[src/rtl/cc_arb_pkg.sv]
// Shared definitions for the two-port cache arbiter.
// Holds the FSM state encoding, requester count and the default WAIT timeout.
package cc_arb_pkg;

    // Number of requesters sharing the cache controller
    localparam int NUM_REQ = 2;

    // Default WAIT-state cycle limit when the timeout feature is built in
    localparam int DEF_TIMEOUT_CYCLES = 16;

    // Arbiter FSM states
    typedef enum logic [1:0] {
        S_IDLE  = 2'd0,
        S_ISSUE = 2'd1,
        S_WAIT  = 2'd2,
        S_DONE  = 2'd3
    } arb_state_e;

endpackage

[src/rtl/arb_rr_pick.sv]
// Round-robin winner selection for the cache arbiter.
// Ports: req  - request vector (bit N = requester N)
//        ptr  - preferred requester when both request (0 = req0)
//        grant - one-hot grant, all zero when nothing requests
module arb_rr_pick
    import cc_arb_pkg::*;
(
    input  logic [NUM_REQ-1:0] req,
    input  logic               ptr,
    output logic [NUM_REQ-1:0] grant
);

    always_comb begin
        grant = '0;
        if (req[0] && req[1]) begin
            // contention: the pointer names the requester not served last
            grant[ptr] = 1'b1;
        end else begin
            // zero or one request: pass it straight through
            grant = req;
        end
    end

endmodule

[src/rtl/cache_port_arbiter.sv]
// Arbitrates two requesters onto one cache_controller port (IDLE/ISSUE/WAIT/DONE).
// Ports: CC_clk, rst (sync, active-high); per requester N: reqN, opN, addrN,
//        wdataN in, ackN, rdataN, hitN, errN out; cache side: start,
//        read_operation, address, write_data out, read_data, hit, miss in;
//        busy out. Optional WAIT timeout built in when ARB_TIMEOUT_EN is defined.
module cache_port_arbiter
    import cc_arb_pkg::*;
#(
    parameter int TIMEOUT_CYCLES = DEF_TIMEOUT_CYCLES,
    parameter int AW             = 8
) (
    input  logic          CC_clk,
    input  logic          rst,

    input  logic          req0,
    input  logic          op0,
    input  logic [AW-1:0] addr0,
    input  logic [7:0]    wdata0,
    output logic          ack0,
    output logic [7:0]    rdata0,
    output logic          hit0,
    output logic          err0,

    input  logic          req1,
    input  logic          op1,
    input  logic [AW-1:0] addr1,
    input  logic [7:0]    wdata1,
    output logic          ack1,
    output logic [7:0]    rdata1,
    output logic          hit1,
    output logic          err1,

    output logic          start,
    output logic          read_operation,
    output logic [AW-1:0] address,
    output logic [7:0]    write_data,
    input  logic [7:0]    read_data,
    input  logic          hit,
    input  logic          miss,

    output logic          busy
);

    arb_state_e         state;
    logic               ptr;
    logic               sel;
    logic [7:0]         cap_data;
    logic               cap_hit;
    logic [NUM_REQ-1:0] req;
    logic [NUM_REQ-1:0] grant;

    assign req = {req1, req0};

    arb_rr_pick u_pick (
        .req   (req),
        .ptr   (ptr),
        .grant (grant)
    );

`ifdef ARB_TIMEOUT_EN
    localparam int CW = $clog2(TIMEOUT_CYCLES + 1);

    logic [CW-1:0] cnt;
    logic          cap_err;

    always_ff @(posedge CC_clk) begin
        if (rst) begin
            state          <= S_IDLE;
            ptr            <= 1'b0;
            sel            <= 1'b0;
            cap_data       <= '0;
            cap_hit        <= 1'b0;
            cap_err        <= 1'b0;
            cnt            <= '0;
            start          <= 1'b0;
            read_operation <= 1'b0;
            address        <= '0;
            write_data     <= '0;
            ack0           <= 1'b0;
            ack1           <= 1'b0;
            rdata0         <= '0;
            rdata1         <= '0;
            hit0           <= 1'b0;
            hit1           <= 1'b0;
            err0           <= 1'b0;
            err1           <= 1'b0;
            busy           <= 1'b0;
        end else begin
            unique case (state)
                S_IDLE: begin
                    // completion flags last exactly one cycle
                    ack0   <= 1'b0;
                    ack1   <= 1'b0;
                    rdata0 <= '0;
                    rdata1 <= '0;
                    hit0   <= 1'b0;
                    hit1   <= 1'b0;
                    err0   <= 1'b0;
                    err1   <= 1'b0;
                    if (|grant) begin
                        sel            <= grant[1];
                        read_operation <= grant[1] ? op1    : op0;
                        address        <= grant[1] ? addr1  : addr0;
                        write_data     <= grant[1] ? wdata1 : wdata0;
                        busy           <= 1'b1;
                        state          <= S_ISSUE;
                    end
                end
                S_ISSUE: begin
                    start <= 1'b1;
                    cnt   <= '0;
                    state <= S_WAIT;
                end
                S_WAIT: begin
                    if (hit || miss) begin
                        // hit wins when both flags arrive together
                        cap_data <= read_data;
                        cap_hit  <= hit;
                        cap_err  <= 1'b0;
                        start    <= 1'b0;
                        state    <= S_DONE;
                    end else if (cnt == CW'(TIMEOUT_CYCLES - 1)) begin
                        cap_data <= '0;
                        cap_hit  <= 1'b0;
                        cap_err  <= 1'b1;
                        start    <= 1'b0;
                        state    <= S_DONE;
                    end else begin
                        cnt <= cnt + CW'(1);
                    end
                end
                S_DONE: begin
                    ack0   <= ~sel;
                    ack1   <= sel;
                    rdata0 <= (!sel && read_operation) ? cap_data : '0;
                    rdata1 <= (sel && read_operation) ? cap_data : '0;
                    hit0   <= ~sel & cap_hit;
                    hit1   <= sel & cap_hit;
                    err0   <= ~sel & cap_err;
                    err1   <= sel & cap_err;
                    ptr    <= ~sel;
                    busy   <= 1'b0;
                    state  <= S_IDLE;
                end
                default: state <= S_IDLE;
            endcase
        end
    end
`else
    // A zero limit would be meaningless if the timeout were ever enabled
    if (TIMEOUT_CYCLES < 1) begin : g_bad_timeout
    end

    assign err0 = 1'b0;
    assign err1 = 1'b0;

    always_ff @(posedge CC_clk) begin
        if (rst) begin
            state          <= S_IDLE;
            ptr            <= 1'b0;
            sel            <= 1'b0;
            cap_data       <= '0;
            cap_hit        <= 1'b0;
            start          <= 1'b0;
            read_operation <= 1'b0;
            address        <= '0;
            write_data     <= '0;
            ack0           <= 1'b0;
            ack1           <= 1'b0;
            rdata0         <= '0;
            rdata1         <= '0;
            hit0           <= 1'b0;
            hit1           <= 1'b0;
            busy           <= 1'b0;
        end else begin
            unique case (state)
                S_IDLE: begin
                    // completion flags last exactly one cycle
                    ack0   <= 1'b0;
                    ack1   <= 1'b0;
                    rdata0 <= '0;
                    rdata1 <= '0;
                    hit0   <= 1'b0;
                    hit1   <= 1'b0;
                    if (|grant) begin
                        sel            <= grant[1];
                        read_operation <= grant[1] ? op1    : op0;
                        address        <= grant[1] ? addr1  : addr0;
                        write_data     <= grant[1] ? wdata1 : wdata0;
                        busy           <= 1'b1;
                        state          <= S_ISSUE;
                    end
                end
                S_ISSUE: begin
                    start <= 1'b1;
                    state <= S_WAIT;
                end
                S_WAIT: begin
                    // unbounded wait for the cache to answer
                    if (hit || miss) begin
                        cap_data <= read_data;
                        cap_hit  <= hit;
                        start    <= 1'b0;
                        state    <= S_DONE;
                    end
                end
                S_DONE: begin
                    ack0   <= ~sel;
                    ack1   <= sel;
                    rdata0 <= (!sel && read_operation) ? cap_data : '0;
                    rdata1 <= (sel && read_operation) ? cap_data : '0;
                    hit0   <= ~sel & cap_hit;
                    hit1   <= sel & cap_hit;
                    ptr    <= ~sel;
                    busy   <= 1'b0;
                    state  <= S_IDLE;
                end
                default: state <= S_IDLE;
            endcase
        end
    end
`endif

endmodule

[config.mk]
export PLATFORM = sky130hd
export DESIGN_NAME = cache_port_arbiter
export DESIGN_NICKNAME = d
export VERILOG_FILES = /design/src/rtl/cc_arb_pkg.sv /design/src/rtl/arb_rr_pick.sv /design/src/rtl/cache_port_arbiter.sv
export SDC_FILE = /design/constraint.sdc
export NUM_CORES = 1
export LEC_CHECK = 0
export CORE_MARGIN = 1.5
export CORE_UTILIZATION = 45
export CTS_CLUSTER_DIAMETER = 80
export DETAILED_ROUTE_END_ITERATION = 8
export PLACE_DENSITY = 0.88
export SYNTH_ARGS = -nofsm -noshare
export SYNTH_HDL_FRONTEND = slang
export SYNTH_SLANG_ARGS = --single-unit
[constraint.sdc]
create_clock -name CC_clk -period 3.1 [get_ports CC_clk]
set_clock_uncertainty 0.1 [all_clocks]
set_input_delay 0.775 -clock CC_clk [delete_from_list [all_inputs] [get_ports CC_clk]]
set_output_delay 0.775 -clock CC_clk [all_outputs]
set_load 0.01 [all_outputs]
# ---- Word level (Yosys, flattened, before mapping)
# Cells that the tools add are included.
dict set report word_totals {
  ff_bits 52
  inputBits 48
  elab_cells 62
}
dict set report classes {
  reduce_logical 15
  n_lt_le_gt_ge 2
  n_eq_ne 5
  n_bitwise 3
  n_mux 21
}
# operator n
set ops {}
lappend ops {{$mux 8} 4}
lappend ops {{$pmux 8 s2} 2}
lappend ops {{$pmux 1 s2} 6}
lappend ops {{$reduce_and 2->1} 5}
lappend ops {{$pmux 2 s4} 1}
lappend ops {{$mux 2} 3}
lappend ops {{$eq 2x2->1 const B} 2}
lappend ops {{$logic_and 1x1->1} 4}
lappend ops {{$mux 1} 4}
lappend ops {{$ne 2x2->1 const B} 2}
lappend ops {{$reduce_bool 2->1} 2}
lappend ops {{$and 1x1->1} 2}
lappend ops {{$eq 2x1->1 const B} 1}
lappend ops {{$logic_not 2->1} 1}
lappend ops {{$lt 1x2->1 const B} 1}
lappend ops {{$reduce_or 2->1} 1}
lappend ops {{$demux 1 s1} 1}
lappend ops {{$ge 1x1->1 const B} 1}
lappend ops {{$logic_not 1->1} 1}
lappend ops {{$logic_or 1x1->1} 1}
lappend ops {{$not 1->1} 1}

# ---- Longest topological paths before layout
# Gate-level depths: netlist (run 1).
dict set report depth {
  word_depth 8
  mapped_depth 7
  depth_no_buf 5
}

# ---- Modules after synthesis
# From an unflattened synthesis (run 1), not the netlist that was laid out.
dict set report unflattened {
  cells_unflattened 225
  hier_area_um2 2160.8
}
# module area_per_inst_um2 seq_area_each_um2 cells_per_inst instances
set by_module_without_submodules {}
lappend by_module_without_submodules {cache_port_arbiter 2142.1 1041.0 222 1}
lappend by_module_without_submodules {arb_rr_pick 18.8 0.0 3 1}

# ---- Worst setup path after synthesis (run 1)
# Ideal clock, no wire load.
dict set report synth_path {
  kind {input-to-reg}
  from {input hit}
  to {register cap_data[0]}
  n_path_buf 1
  arrival_time_ns 1.386
  setup_slack_ns 1.487
  setup_ns 0.128
  path_stages 4
  path_cell_list {o21ai_0 -> buf_2 -> mux2i_1 -> nor2_1}
}
dict set report synth_via {
  elab_chain_len 2
}
# element line
set synth_lines {}
lappend synth_lines {{start: declaration} cache_port_arbiter.sv:38} ;# input logic hit,
lappend synth_lines {{$logic_or 1x1->1} cache_port_arbiter.sv:200} ;# if (hit || miss) begin
lappend synth_lines {{$reduce_and 2->1 (no source line)} --}
lappend synth_lines {{end signal: assignment} cache_port_arbiter.sv:201} ;# cap_data <= read_data;
lappend synth_lines {{end: declaration} cache_port_arbiter.sv:47} ;# logic [7:0] cap_data;
# Every way passes these cells.
# A chain may end at the register's enable or synchronous reset.

# ---- Worst setup path in the final report (run 1)
dict set report layout_path {
  from {input req1}
  to {register write_data[0]}
}
dict set report layout_via {
  elab_chain_len 4
}
# element line
set layout_lines {}
lappend layout_lines {{start: declaration} cache_port_arbiter.sv:24} ;# input logic req1,
lappend layout_lines {{$logic_and 1x1->1} arb_rr_pick.sv:15} ;# if (req[0] && req[1]) begin
lappend layout_lines {{$mux 2 *} arb_rr_pick.sv:15}
lappend layout_lines {{$reduce_or 2->1} cache_port_arbiter.sv:185} ;# if (|grant) begin
lappend layout_lines {{$reduce_and 2->1 (no source line)} --}
lappend layout_lines {{end signal: assignment} cache_port_arbiter.sv:189} ;# write_data <= grant[1] ? wdata1 : wdata0;
lappend layout_lines {{end: declaration} cache_port_arbiter.sv:36} ;# output logic [7:0] write_data,
# Mark *: on every way between the ends. The rest lies on a longest branch, timed or not.

==> results.ini, run 1 <==
[outcome]
status = finished, violations left
violations = design-rule violations

[setup_path]
path_class = input port to register
start_kind = input port
crit_family = compound AO/OA/AOI/OAI gates
crit_chain = clkdlybuf4s50_1, o21ai_2, a31oi_1, a21oi_1
cp.required_ns = 3.23
path_buf_inv = 1
arrival_ns = 2.39
cpPeakStageDelay_ns = 0.70
crit_fanout = 18
r2r_setup_slack_ns = 0.98
slowest_stage = o21ai_2
crit_path_end_kind = register

[timing]
fin_crit_sh_pct = 72.8
relSlewSlack_pct = 51.3
hold_violations = 0
fmax_ghz = 0.443
worst_pin_slew_ns = 0.731
rsz0062_at_grt = no
slew_violations = 0
setup_tns_ns = 0
finalSetupViolCount = 0
period_needed_ns = 2.26

[pwr]
pwr-share-clk_pct = 18.7
combPwrFrac_pct = 39.5
p_switching_w = 0.000725
p_seq_share_pct = 41.8
pwr_density_cell_nw_per_um2 = 686
p_int_w = 0.00136
fin_total_pwr_w = 0.00209
netSwitchingFraction_pct = 34.7
p_leak_nw = 1.16
vdd_ir_drop_max_mv = 0.415

[synth]
ys_seq_area_share_pct = 49.3
ys_types = 28
post_synth.cell_area_avg_um2 = 8.87
synth_ff_type = dfxtp_1
synth-async-reset-ratio_pct = 0
syn-cell-area_um2 = 2110
netlist_instances = 238
ys_seq_elements = 52
ys_warn_count = 0
synth_edf_count = 0

[final_layout]
fill_cells = 366
final_layout_size_suffix_gt1_share_pct = 3.82
syn2layout_area_growth_pct = 44.3
n_antenna_cell = 0
nets = 365
finalCoreUtilization_pct = 68.5

[clock_tree]
cts_tree = yes
cts_hold_buf = 0
cts.htree.levels = 2
clk_path_buf_depth = 2
post-cts-setup-buffer-count = 0
cts_made_buffers = 5
cts.sink_count = 52
clock_latency_ns = 0.30
clkTransAtPathRegs_ns = 0.09
postCtsResizedCells = 0
ctsRootBufferMaster = clkbuf_8

[drt]
dr.pass1.iters = 6
wirelength_um = 5630
antenna_left = 0
drt-vias-per-instance = 5.57
drc = 2
vias = 2037
wl_per_cell_um = 15.4
drtIter0Drc = 147

[global_routing]
grt_pass1_wl_um = 8980
antenna_found_initial = 0
grt_overflow = 0
track_usage_pct = 22.5
grt_pass1_vias = 1934
grt_max_degree = 34

[die]
die_width_um = 71.5
die_y_um = 71.5
start_util_pct = 47.5
die-area_um2 = 5110
fp-row-count = 24
coreArea_um2 = 4440
pin_count = 89

[worst_hold_path]
hp-class = register to register

[place]
finalWeightedCongestion = 0.814
io_buffer_count = 86
hpwl_um = 3900

[job]
cap_violations = 0

[worst paths after layout]
path | start | to | depth (start not counted)
setup / recovery | req1 | write_data[0] | 4
hold / removal | ack1 | ack1 | 2
setup reg to reg | state[0] | rdata1[6] | 5
hold reg to reg | ack1 | ack1 | 2
[cell families (layout without fill, tap and decap cells)]
family,after synthesis,after routing,synth area share [%]
other,1,2,0.178
AND/OR/NAND/NOR,46,46,9.78
buffers and inverters,27,102,5.99
adder cells (fa/ha/maj),4,4,2.37
flip-flops,52,52,49.3
multiplexers,10,10,4.74
AO/OA/AOI/OAI,98,98,27.6
[flip-flops by register name (all words and copies together) (netlist names), 2 cells and up]
name and count:
cap_data 8, write_data 8, address 8, rdata1 8, state 2, rdata0 8
[worst min-delay path, stage by stage (launching register included)]
cell and delay [ns]:
dfxtp_1 0.32, nand2_1 0.06, a21oi_1 0.05
[cells in the mapped netlist, drive strengths merged (2+ instances only)]
cell type | number | area, µm²
o21ai | 37 | 189
nor2b | 3 | 18.8
buf | 15 | 81.3
clkbuf | 7 | 26.3
a21oi | 22 | 110
a32oi | 2 | 17.5
inv | 5 | 18.8
nand2 | 5 | 18.8
nor2 | 32 | 120
dfxtp | 52 | 1040
ha | 4 | 50.1
a31oi | 17 | 106
a22oi | 18 | 140
mux2i | 10 | 100
[area by class of cell]
cell class              count  area (µm²)  share of cell area [%]
flip-flops and latches     52        1040                    34.2
multi-input cells         160         947                    31.1
repair buffers             89         883                    29.0
clock buffers               8        90.1                    2.96
well taps                  52        65.1                    2.14
inverters                   5        18.8                   0.616
[power groups by stage]
stage | clock (W) | combinational (W) | sequential [W]
floorplan | 0 | 0.000464 | 0.000914
global placement | 0 | 0.000805 | 0.000880
detailed placement | 0 | 0.000825 | 0.000883
CTS | 0.000397 | 0.000829 | 0.000872
global route | 0.000426 | 0.000903 | 0.000888
finish | 0.000390 | 0.000826 | 0.000873
[routing by layer]
metal,vias to the layer above,part of all wire [%],wire length [µm],global-route usage [%]
met3,11,5.7,320,4.78
met1,952,42,2380,28.5
met4,0,2.2,122,11.1
li1,997,-,-,-
met2,77,50,2800,36.4
met5,-,0,0,0
[layout by cell type (no fill, tap or decap)]
cell type        netlist  routed
clkdlybuf4s50_1        0      86
dfxtp_1               52      52
o21ai_0               34      33
nor2_1                32      32
a21oi_1               22      22
a31oi_1               17      17
a22oi_1               17      17
mux2i_1               10      10
clkbuf_8               0       6
inv_1                  5       5
nand2_1                5       5
ha_1                   4       4
nor2b_1                3       3
o21ai_1                2       3
buf_4                  3       3
a32oi_1                2       2
conb_1                 1       2
clkbuf_1               7       2
and2b_1                1       1
nand2b_1               1       1
o21ai_2                1       1
o21a_2                 1       1
and4bb_1               1       1
nand3b_1               1       1
and4b_1                1       1
nand3_1                1       1
a22oi_2                1       1
o221a_1                1       1
[per-stage QoR]
| step | setup slack, ns | cells | cell area (µm²) | hold WS, ns |
|---|---|---|---|---|
| 2_1_floorplan | 1.49 | 239 | 2110 | 0.332 |
| 3_3_place_gp | 0.614 | 358 | 2960 | 0.340 |
| 3_5_place_dp | 0.535 | 358 | 2960 | 0.359 |
| 4_1_cts | 0.846 | 366 | 3050 | 0.373 |
| 5_1_grt | 0.717 | 366 | 3050 | 0.401 |
| 6_report | 0.844 | 366 | 3050 | 0.375 |
(Power assumes the default switching activity.)
==> run 2: changes to the inputs <==
--- a/config.mk
+++ b/config.mk
@@ -6,10 +6,10 @@
 export NUM_CORES = 1
 export LEC_CHECK = 0
 export CORE_MARGIN = 1.5
-export CORE_UTILIZATION = 45
+export CORE_UTILIZATION = 38
 export CTS_CLUSTER_DIAMETER = 80
 export DETAILED_ROUTE_END_ITERATION = 8
-export PLACE_DENSITY = 0.88
+export PLACE_DENSITY = 0.8
 export SYNTH_ARGS = -nofsm -noshare
 export SYNTH_HDL_FRONTEND = slang
 export SYNTH_SLANG_ARGS = --single-unit
==> constraint.sdc (replaced) <==
create_clock -name CC_clk -period 2 [get_ports CC_clk]
set_clock_uncertainty 0.1 [all_clocks]
set_input_delay 0.5 -clock CC_clk [delete_from_list [all_inputs] [get_ports CC_clk]]
set_output_delay 0.5 -clock CC_clk [all_outputs]
set_load 0.01 [all_outputs]
==> run 2 against run 1 <==
  * Flip-flop and latch count unchanged
  * Setup slack worse by 0.70 ns
  * Wire length up 3.2%
  * Largest cell class unchanged
  * Sequential power is 56% higher
  * Total power is 64% higher
  * Core utilization fell by 8.5 points
  * The run now ends clean
  * Hold slack worse by 0.010 ns
  * Via count up 1.9%
  * Final area is 3.3% higher
==> results.ini, run 2 (synthesis gave the netlist of run 1 again) <==
[place]
io_buffer_count = 86  ; unchanged
finalWeightedCongestion = 0.842  ; +3.4%
hpwl_um = 4130  ; +5.9%
dpl-instance-area_um2 = 3030  ; +2.5%

[pwr]
vdd_ir_drop_max_mv = 0.482  ; +16%
pwr_density_cell_nw_per_um2 = 1090  ; +59%
p_leak_nw = 1.20  ; +3.7%

[clock_tree]
cts_made_buffers = 5  ; unchanged
cts.htree.levels = 2  ; unchanged
clkTransAtPathRegs_ns = 0.09  ; about the same
cts_tree = yes
ctsRootBufferMaster = clkbuf_8
clk_path_buf_depth = 2  ; unchanged
post-cts-setup-buffer-count = 0  ; unchanged
postCtsResizedCells = 0  ; unchanged
clock_latency_ns = 0.30  ; about the same
cts_hold_buf = 0  ; unchanged
cts.sink_count = 52  ; unchanged

[final_layout]
nets = 372  ; +1.9%
final_layout_size_suffix_gt1_share_pct = 6.54  ; +2.7 points
n_antenna_cell = 0  ; unchanged
layout_commonest_cell = clkdlybuf4s50_1
syn2layout_area_growth_pct = 49.0
fin_area_um2 = 3150  ; +3.3%
mostFrequentLayoutCells = clkdlybuf4s50_1, dfxtp_1, o21ai_0

[job]
cap_violations = 0  ; unchanged

[timing]
period_needed_ns = 1.86
finalSetupViolCount = 0  ; unchanged
rsz0062_at_grt = no
setup_tns_ns = 0  ; unchanged
worst_pin_slew_ns = 0.713  ; -0.0172 ns
slew_violations = 0  ; unchanged
fmax_ghz = 0.539
fin_crit_sh_pct = 92.8
hold_violations = 0  ; unchanged
relSlewSlack_pct = 52.4  ; +1.1 points

[global_routing]
grt_max_degree = 21  ; -38%
antenna_found_initial = 0  ; unchanged
grt_pass1_wl_um = 9720  ; +8.3%
grt_overflow = 0  ; unchanged
grt_pass1_vias = 2065  ; +6.8%
track_usage_pct = 20.1  ; -2.4 points

[drt]
wl_per_cell_um = 14.8  ; -3.4%
drtIter0Drc = 91  ; -38%
wirelength_um = 5800  ; +3.2%
antenna_left = 0  ; unchanged
dr.pass1.iters = 5  ; -1
drt-vias-per-instance = 5.31  ; -4.6%
vias = 2076  ; +1.9%
drc = 0  ; -2

[outcome]
status = completed

[worst_hold_path]
hp-class = register to register

[setup_path]
cpPeakStageDelay_ns = 0.58  ; -0.12 ns
cp.required_ns = 1.40  ; -1.83 ns
path_buf_inv = 1  ; unchanged
crit_family = buffers and inverters
path_class = register to output port
crit_fanout = 4  ; -14
crit_path_end_kind = output port
crit_chain = clkdlybuf4s50_1
slowest_stage = clkdlybuf4s50_1
arrival_ns = 1.26  ; -1.13 ns
start_kind = register

[die]
fp-row-count = 26  ; +8.3%
pin_count = 89  ; unchanged
die-area_um2 = 6010  ; +18%
coreArea_um2 = 5240  ; +18%
die_width_um = 77.5  ; +8.4%
die_y_um = 77.5  ; +8.4%
start_util_pct = 40.3  ; -7.2 points

==> run 2: power by group <==
group / total (W) / switching, W / internal [W]
registers: 0.00136 / 0.000127 / 0.00123
logic: 0.00135 / 0.000707 / 0.000648
clock network: 0.000723 / 0.000346 / 0.000377
==> run 2: layout make-up <==
type,count,area (µm²)
Clock buffer,5,68.8
Inverter,5,18.8
Timing Repair Buffer,96,936
Fill cell,479,2090
Clock inverter,3,46.3
Multi-Input combinational cell,160,947
Sequential cell,52,1040
Tap cell,70,87.6
==> run 2: final timing paths <==
check / startpoint / slack [ns] / cells after the start / endpoint
max: read_operation / 0.14 / 1 / read_operation
min: ack1 / 0.36 / 2 / ack1
max reg2reg: state[0] / 0.23 / 5 / rdata1[7]
min reg2reg: ack1 / 0.36 / 2 / ack1
==> run 2: stage by stage <==
stage          hold WS, ns  power, W  utilization (%)  setup WS, ns  cells
6_report             0.365   0.00343             60.1         0.144    391
5_1_grt              0.397   0.00367             60.1        0.0806    391
4_1_cts              0.368   0.00344             60.1         0.138    391
3_5_place_dp         0.353   0.00272             57.9       -0.0818    383
3_3_place_gp         0.340   0.00268             57.9       -0.0298    383
2_1_floorplan        0.332   0.00213                -         0.445    239
==> run 2: routing by layer <==
metal	GRT usage (%)	share of wire [%]
met4	7.82	1.9
met3	3.18	3.8
met5	0	0
met1	25.4	45
met2	34.0	50
